`src/rtl/rsa_bridge_pkg.sv`:
```
// Shared types and sizing for the RSA host bridge: state encoding, beat geometry and
// a word-select helper used when unpacking result beats.
package rsa_bridge_pkg;

    localparam int unsigned WORDS_PER_BEAT = 16;
    localparam int unsigned BEATS_IN       = 6;
    localparam int unsigned BEATS_OUT      = 2;
    localparam int unsigned HOST_W         = 32;
    localparam int unsigned BEAT_W         = 512;
    localparam int unsigned WORDS_IN       = WORDS_PER_BEAT * BEATS_IN;
    localparam int unsigned WORDS_OUT      = WORDS_PER_BEAT * BEATS_OUT;

    typedef enum logic [2:0] {
        StLoad,
        StWaitRes,
        StCapture,
        StAck,
        StDrain
    } state_e;

    function automatic logic [HOST_W-1:0] beat_word(input logic [BEAT_W-1:0] beat,
                                                    input logic [3:0]        idx);
        return beat[idx*HOST_W +: HOST_W];
    endfunction

endpackage

```
`src/rtl/rsa_host_bridge_if.sv`:
```
// Host word stream plus RSA-stage beat port. master = bridge side, slave = environment.
interface rsa_host_bridge_if;
    import rsa_bridge_pkg::*;

    logic [HOST_W-1:0] s_data;
    logic              s_valid;
    logic              s_ready;
    logic [HOST_W-1:0] m_data;
    logic              m_valid;
    logic              m_ready;
    logic [BEAT_W-1:0] lcl_dout;
    logic              lcl_dv;
    logic [BEAT_W-1:0] lcl_din;
    logic              lcl_den;
    logic              lcl_idone;

    modport master (
        input  s_data, s_valid, m_ready, lcl_din, lcl_den,
        output s_ready, m_data, m_valid, lcl_dout, lcl_dv, lcl_idone
    );

    modport slave (
        output s_data, s_valid, m_ready, lcl_din, lcl_den,
        input  s_ready, m_data, m_valid, lcl_dout, lcl_dv, lcl_idone
    );

endinterface

```
`src/rtl/rsa_beat_packer.sv`:
```
// Packs 32-bit host words into a 512-bit beat, first word least significant.
// beat already includes the word being accepted, so the caller can register it on beat_done.
module rsa_beat_packer
    import rsa_bridge_pkg::*;
(
    input  logic              clk,
    input  logic              rst_n,
    input  logic [HOST_W-1:0] word,
    input  logic              word_valid,
    output logic [BEAT_W-1:0] beat,
    output logic              beat_done
);

    logic [BEAT_W-1:0] pack_q, pack_d;
    logic [3:0]        idx_q, idx_d;

    always_comb begin
        pack_d = pack_q;
        pack_d[idx_q*HOST_W +: HOST_W] = word;
        idx_d = word_valid ? idx_q + 4'd1 : idx_q;
    end

    assign beat      = pack_d;
    assign beat_done = word_valid && (idx_q == 4'(WORDS_PER_BEAT - 1));

    always_ff @(posedge clk or negedge rst_n) begin
        if (!rst_n) begin
            pack_q <= '0;
            idx_q  <= '0;
        end else begin
            idx_q <= idx_d;
            if (word_valid) begin
                pack_q <= pack_d;
            end
        end
    end

endmodule

```
`src/rtl/rsa_host_bridge.sv`:
```
// Host front end for the RSA stage: packs 96 host words into six operand beats, waits for
// the two-beat result, acknowledges it and streams it back to the host as 32 words.
module rsa_host_bridge
    import rsa_bridge_pkg::*;
#(
    parameter int unsigned RESULT_TIMEOUT = 1 << 20
) (
    input  logic                  clk,
    input  logic                  rst_n,
    rsa_host_bridge_if.master     bus,
    output logic                  busy,
    output logic                  err_timeout
);

    localparam int unsigned TW = $clog2(RESULT_TIMEOUT + 1);

    state_e            state_q, state_d;
    logic [6:0]        wcnt_q, wcnt_d;
    logic [TW-1:0]     tcnt_q, tcnt_d;
    logic [4:0]        rcnt_q, rcnt_d;
    logic              err_q, err_d;
    logic              s_ready_q;
    logic              den_q;
    logic [BEAT_W-1:0] res0_q, res1_q;
    logic [BEAT_W-1:0] dout_q;
    logic              dv_q;
    logic              cap0, cap1;
    logic              accept;
    logic [BEAT_W-1:0] beat;
    logic              beat_done;
    logic [HOST_W-1:0] drain_word;

    // s_ready_q is only ever high in LOAD, so it alone qualifies an accept.
    assign accept = bus.s_valid && s_ready_q;

    rsa_beat_packer u_packer (
        .clk        (clk),
        .rst_n      (rst_n),
        .word       (bus.s_data),
        .word_valid (accept),
        .beat       (beat),
        .beat_done  (beat_done)
    );

    always_comb begin
        state_d = state_q;
        wcnt_d  = wcnt_q;
        tcnt_d  = tcnt_q;
        rcnt_d  = rcnt_q;
        err_d   = err_q;
        cap0    = 1'b0;
        cap1    = 1'b0;
        unique case (state_q)
            StLoad: begin
                if (accept) begin
                    if (wcnt_q == 7'(WORDS_IN - 1)) begin
                        wcnt_d  = '0;
                        tcnt_d  = '0;
                        state_d = StWaitRes;
                    end else begin
                        wcnt_d = wcnt_q + 7'd1;
                    end
                end
            end
            StWaitRes: begin
                // Only a fresh rise counts; a level left high from before entry is ignored.
                if (bus.lcl_den && !den_q) begin
                    cap0    = 1'b1;
                    state_d = StCapture;
                end else if (tcnt_q == TW'(RESULT_TIMEOUT - 1)) begin
                    err_d   = 1'b1;
                    state_d = StLoad;
                end else begin
                    tcnt_d = tcnt_q + 1'b1;
                end
            end
            StCapture: begin
                cap1    = 1'b1;
                state_d = StAck;
            end
            StAck: begin
                rcnt_d  = '0;
                state_d = StDrain;
            end
            StDrain: begin
                if (bus.m_ready) begin
                    if (rcnt_q == 5'(WORDS_OUT - 1)) begin
                        rcnt_d  = '0;
                        state_d = StLoad;
                    end else begin
                        rcnt_d = rcnt_q + 5'd1;
                    end
                end
            end
            default: state_d = StLoad;
        endcase
    end

    always_ff @(posedge clk or negedge rst_n) begin
        if (!rst_n) begin
            state_q   <= StLoad;
            wcnt_q    <= '0;
            tcnt_q    <= '0;
            rcnt_q    <= '0;
            err_q     <= 1'b0;
            s_ready_q <= 1'b0;
            den_q     <= 1'b0;
            res0_q    <= '0;
            res1_q    <= '0;
            dout_q    <= '0;
            dv_q      <= 1'b0;
        end else begin
            state_q   <= state_d;
            wcnt_q    <= wcnt_d;
            tcnt_q    <= tcnt_d;
            rcnt_q    <= rcnt_d;
            err_q     <= err_d;
            s_ready_q <= (state_d == StLoad);
            den_q     <= bus.lcl_den;
            dv_q      <= beat_done;
            if (beat_done) begin
                dout_q <= beat;
            end
            if (cap0) begin
                res0_q <= bus.lcl_din;
            end
            if (cap1) begin
                res1_q <= bus.lcl_din;
            end
        end
    end

    assign drain_word = rcnt_q[4] ? beat_word(res1_q, rcnt_q[3:0])
                                  : beat_word(res0_q, rcnt_q[3:0]);

    assign bus.s_ready   = s_ready_q;
    assign bus.m_valid   = (state_q == StDrain);
    assign bus.m_data    = (state_q == StDrain) ? drain_word : '0;
    assign bus.lcl_dout  = dout_q;
    assign bus.lcl_dv    = dv_q;
    assign bus.lcl_idone = (state_q == StAck);
    assign busy          = !((state_q == StLoad) && (wcnt_q == 7'd0));
    assign err_timeout   = err_q;

endmodule

```
`src/flat_wrapper.sv`:
```
// flat-port wrapper written by rule: the top's interface ports become plain ports
module rsa_host_bridge_flat import rsa_bridge_pkg::*;
#(
    parameter int unsigned RESULT_TIMEOUT = 1 << 20
)
  (clk, rst_n, busy, err_timeout, bus_s_data, bus_s_valid, bus_m_ready, bus_lcl_din, bus_lcl_den, bus_s_ready, bus_m_data, bus_m_valid, bus_lcl_dout, bus_lcl_dv, bus_lcl_idone);
  rsa_host_bridge_if bus_i ();
  input  logic clk;
  input  logic rst_n;
  output logic busy;
  output logic err_timeout;
  input wire logic [$bits(bus_i.s_data)-1:0] bus_s_data;
  input wire logic [$bits(bus_i.s_valid)-1:0] bus_s_valid;
  input wire logic [$bits(bus_i.m_ready)-1:0] bus_m_ready;
  input wire logic [$bits(bus_i.lcl_din)-1:0] bus_lcl_din;
  input wire logic [$bits(bus_i.lcl_den)-1:0] bus_lcl_den;
  output wire logic [$bits(bus_i.s_ready)-1:0] bus_s_ready;
  output wire logic [$bits(bus_i.m_data)-1:0] bus_m_data;
  output wire logic [$bits(bus_i.m_valid)-1:0] bus_m_valid;
  output wire logic [$bits(bus_i.lcl_dout)-1:0] bus_lcl_dout;
  output wire logic [$bits(bus_i.lcl_dv)-1:0] bus_lcl_dv;
  output wire logic [$bits(bus_i.lcl_idone)-1:0] bus_lcl_idone;
  assign bus_i.s_data = bus_s_data;
  assign bus_i.s_valid = bus_s_valid;
  assign bus_i.m_ready = bus_m_ready;
  assign bus_i.lcl_din = bus_lcl_din;
  assign bus_i.lcl_den = bus_lcl_den;
  assign bus_s_ready = bus_i.s_ready;
  assign bus_m_data = bus_i.m_data;
  assign bus_m_valid = bus_i.m_valid;
  assign bus_lcl_dout = bus_i.lcl_dout;
  assign bus_lcl_dv = bus_i.lcl_dv;
  assign bus_lcl_idone = bus_i.lcl_idone;
  rsa_host_bridge #(.RESULT_TIMEOUT(RESULT_TIMEOUT)) u_core (.clk(clk), .rst_n(rst_n), .bus(bus_i), .busy(busy), .err_timeout(err_timeout));
endmodule
```
`config.mk`:
```
export PLATFORM = sky130hd
export DESIGN_NAME = rsa_host_bridge_flat
export DESIGN_NICKNAME = d
export VERILOG_FILES = /design/src/rtl/rsa_bridge_pkg.sv /design/src/rtl/rsa_host_bridge_if.sv /design/src/rtl/rsa_beat_packer.sv /design/src/rtl/rsa_host_bridge.sv /design/src/flat_wrapper.sv
export SDC_FILE = /design/constraint.sdc
export NUM_CORES = 2
export LEC_CHECK = 0
export ABC_AREA = 1
export CAP_MARGIN = 20
export CORE_MARGIN = 4
export CORE_UTILIZATION = 35
export CTS_CLUSTER_SIZE = 25
export DETAILED_ROUTE_END_ITERATION = 12
export GPL_TIMING_DRIVEN = 0
export PLACE_DENSITY_LB_ADDON = 0.25
export SLEW_MARGIN = 20
export SYNTH_ARGS = -nofsm -noshare
export SYNTH_HDL_FRONTEND = slang
export SYNTH_SLANG_ARGS = --single-unit
```
`constraint.sdc`:
```
create_clock -name clk -period 3.1 [get_ports clk]
set_input_delay 0.31 -clock clk [delete_from_list [all_inputs] [get_ports clk]]
set_output_delay 0.31 -clock clk [all_outputs]
set_load 0.05 [all_outputs]
```
==> summary.md <==
| Metric | Value |
|---|---|
| Worst-Margin Slew | 1.244 ns |
| Row cnt | 193 |
| CTS tree | done |
| R2R Setup Slk | -0.01 ns |
| Critical path peak fanout | 10 |
| Antenna-violating nets left | 0 |
| First-pass DRT Iterations | 7 |
| Crit. End Element | primary output |
| Die Y | 535.9 um |
| Commonest non-fill, non-tap cell in the layout | nand2_1 |
| Critical path class | reg2out |
| CTS H-Tree Depth | 4 |
| Post-synth EDFFs | 0 |
| Pin count of the biggest net entering global routing | 147 |
| Final WL | 460200 um |
| Syn Area/Cell | 7.656 sq um |
| Final period util | 114.7% |
| Post-Layout Inst Area | 127500 sq um |
| Critical R2R Capture | u_core.u_packer.pack_q[161]$_DFFE_PN0P_ |
| Filler cell count | 27730 |
| Worst Reg-to-Reg Cells | 8 |
| Outcome | complete, but fails checks |
| I/O Buffers | 1098 |
| Clk slew on worst S/H paths | 0.07 ns |
| Power per cell area | 1032 nW/um^2 |
| DR vias/cell | 5.290 |
| Most frequent cells in the layout | nand2_1 (4768), dfrtp_1 (2090), nand3_1 (1625), o21ai_0 (1186), inv_1 (1090) |
| Worst Skew | 0.1131 ns |
| Inst Count DP | 17570 |
| Post-DP Area | 113800 sq um |
| CP max-delay cell | o211ai_1 |
| Seq cells post-synth | 2092 |
| DP Wirelength | 352000 um |
| Slew Viols, Final | 0 |
| Initial antenna violation count | 36 |
| Worst slew margin | 16.43% |
| Synthesis-to-layout area growth | 30.70% |
| CTS buffer count | 225 |
| Finished Layout Cells | 18220 |
| Syn Std Cell Area | 97540 sq um |
| Routed vias | 96400 |
| Comb power frac | 43.7% |
| Worst-Skew Late Latency | 0.93 ns |
| Seq pwr share | 34.0% |
| Ys Warns | 0 |
| Starting Density | 35.22% |
| Setup ws final | -0.4554 ns |
| Sw Share | 45.46% |
| GR Util All Layers | 31.00% |
| Seq/Total Area, Yosys | 53.67% |
| CTS Root Cell | clkbuf_16 |
| GPL Wtd Cong | 0.9878 |
| Vias in the first global route | 91080 |
| WHS | 0.02948 ns |
| Wire length per cell | 25.25 um |
| Total design power | 0.1315 W |
| Nets@finish | 14860 |
| Worst Hold End | u_core.res0_q[388]$_DFFE_PN0P_ |
| Post-synth ARST share | 100.0% |
| Number of max-cap violations | 0 |
| VDD IR max | 0.6076 mV |
| Most used DFF post-synth | dfrtp_1 |
| Grt ovf | 0 |
| Sw Pwr | 0.05979 W |
| RR Startpoint | u_core.bus.s_ready$_DFF_PN0_ |
| Ports | 1099 |
| Die X | 535.9 um |
| Syn Nets | 13300 |
| Core area | 277000 sq um |
| Mapped Cells | 12740 |
| Initial drt markers | 11330 |
| Worst Hold Path Cells | 3 |
| Hold Vio Cnt, Final | 0 |
| Global-route wire length before repair | 646800 um |
| DRC errors left | 0 |
| Max Freq | 281.3 MHz |
| Failing checks | setup timing |
| Die ar. | 287200 sq um |
| Critical Path Start Type | flip-flop |
| Final setup viols | 33 |
| Lkg Pwr | 63.44 nW |
| Unique cell type count in the Yosys netlist | 30 |
| Clock power share | 22.3% |
| Cells along the critical path | buf_12, buf_4, clkbuf_8, nor2_1, o211ai_1, a21oi_2, nor2_4, buf_8 |
| Fin crit period | 3.555 ns |
| Largest buffer count on any clock path | 3 |
| Hold WC Path Type | in2reg |
| CP peak stage delay | 0.45 ns |
| CP arrival | 3.25 ns |
| Internal Power | 0.07172 W |
| Final setup TNS | -11.02 ns |
| HP Start | bus_lcl_din[388] |
| Share of layout cells above drive strength 1 | 8.322% |
| RSZ-0062 raised after global routing | yes |
| Clock sinks | 2092 |
| Req. time, crit path | 2.79 ns |
power groups by stage:
stage,clock (W),sequential [W],combinational [W]
after CTS,0.0295,0.0444,0.0559
after global routing,0.0305,0.0458,0.0623
after detailed placement,0,0.0448,0.0546
after floorplan,0,0.0519,0.0259
after global placement,0,0.0453,0.0534
final,0.0293,0.0448,0.0575
logic make-up after synthesis:
group | synth area share (%)
DFF | 53.67
buffers and inverters | 7.758
and+or+nand+nor | 30.17
AOI/OAI and AO/OA | 8.125
adders and majority gates | 0.1026
xor gates and xnor gates | 0.1796
worst max path at each step:
stage	start	endpoint	slack (ns)	cells after the start
after floorplan	u_core.rcnt_q[4]$_DFFE_PN0P_	bus_m_data[30]	0.55	12
after global placement	rst_n	u_core.res0_q[17]$_DFFE_PN0P_	-98.35	1
after detailed placement	u_core.rcnt_q[4]$_DFFE_PN0P_	bus_m_data[28]	-2.09	9
after CTS	u_core.rcnt_q[4]$_DFFE_PN0P_	bus_m_data[23]	-0.44	13
after global routing	u_core.rcnt_q[4]$_DFFE_PN0P_	bus_m_data[31]	-0.45	8
final	u_core.rcnt_q[4]$_DFFE_PN0P_	bus_m_data[31]	-0.46	8
repair_timing:
| item | in CTS | in global routing |
|---|---|---|
| hold buffers | 167 | 0 |
| endpoints found under the setup margin | 865 | 1571 |
| gates cloned | 8 | 6 |
| pin swaps | 66 | 70 |
| hold endpoints to repair | 601 | 0 |
| buffers inserted | 11 | 26 |
| gates resized for setup | 965 | 342 |
final cells by class:
type	count	area, sq um	share of cell area, %
Antenna cell	14	35.03	0.02748
Buffer	867	4857	3.810
Clock buffer	325	6586	5.166
Clock inverter	98	1433	1.124
Inverter	1099	4154	3.258
Multi-Input combinational cell	8682	39250	30.79
Sequential cell	2092	52350	41.06
Tap cell	3705	4636	3.636
Timing Repair Buffer	1340	14190	11.13
cells in the mapped netlist (8+ instances only):
library cell | n | area, sq um
nand4_1 | 149 | 932.1
clkbuf_1 | 649 | 2436
o21ai_1 | 56 | 280.3
nor3_1 | 35 | 175.2
xor2_1 | 15 | 131.4
buf_1 | 72 | 270.3
nand2_1 | 4856 | 18230
inv_1 | 1092 | 4099
dfrtp_1 | 2092 | 52350
buf_2 | 147 | 735.7
nand3_1 | 1693 | 8473
nor2_1 | 389 | 1460
ha_1 | 8 | 100.1
o21ai_0 | 1237 | 6191
a21oi_1 | 83 | 415.4
o211ai_1 | 136 | 1021
metrics by stage:
stage / setup WS, ns / util, %
2_1_floorplan: 0.5503 / -
3_3_place_gp: -98.35 / 40.86
3_5_place_dp: -2.091 / 41.09
4_1_cts: -0.4412 / 45.60
5_1_grt: -0.4532 / 46.02
6_report: -0.4554 / 46.03
flip-flops by register name (all words and copies together), names as in the netlist:
signal,flops
u_core.u_packer.idx_q,4
u_core.tcnt_q,21
u_core.state_q,3
u_core.wcnt_q,7
u_core.res1_q,512
u_core.bus.lcl_dout,512
u_core.err_timeout,1
u_core.bus.s_ready,1
u_core.den_q,1
u_core.u_packer.pack_q,512
u_core.bus.lcl_dv,1
u_core.res0_q,512
u_core.rcnt_q,5
routing by layer:
| layer | vias up | wire, um | GRT usage (%) | part of all wire (%) |
|---|---|---|---|---|
| li1 | 43750 | - | - | - |
| met4 | 26 | 41950 | 22.72 | 9.1 |
| met2 | 4868 | 194500 | 45.77 | 42 |
| met3 | 1114 | 49040 | 8.511 | 11 |
| met5 | - | 186 | 0 | 0.040 |
| met1 | 46650 | 174500 | 38.90 | 38 |
worst max-delay path, delay by kind of cell, from the launching register on:
| kind | cells | cell delay, ns |
|---|---|---|
| flops | 1 | 0.40 |
| simple gates | 2 | 0.41 |
| buf+inv | 4 | 0.92 |
| compound gates | 2 | 0.59 |
Note: power is estimated with default switching activity, not from simulation.
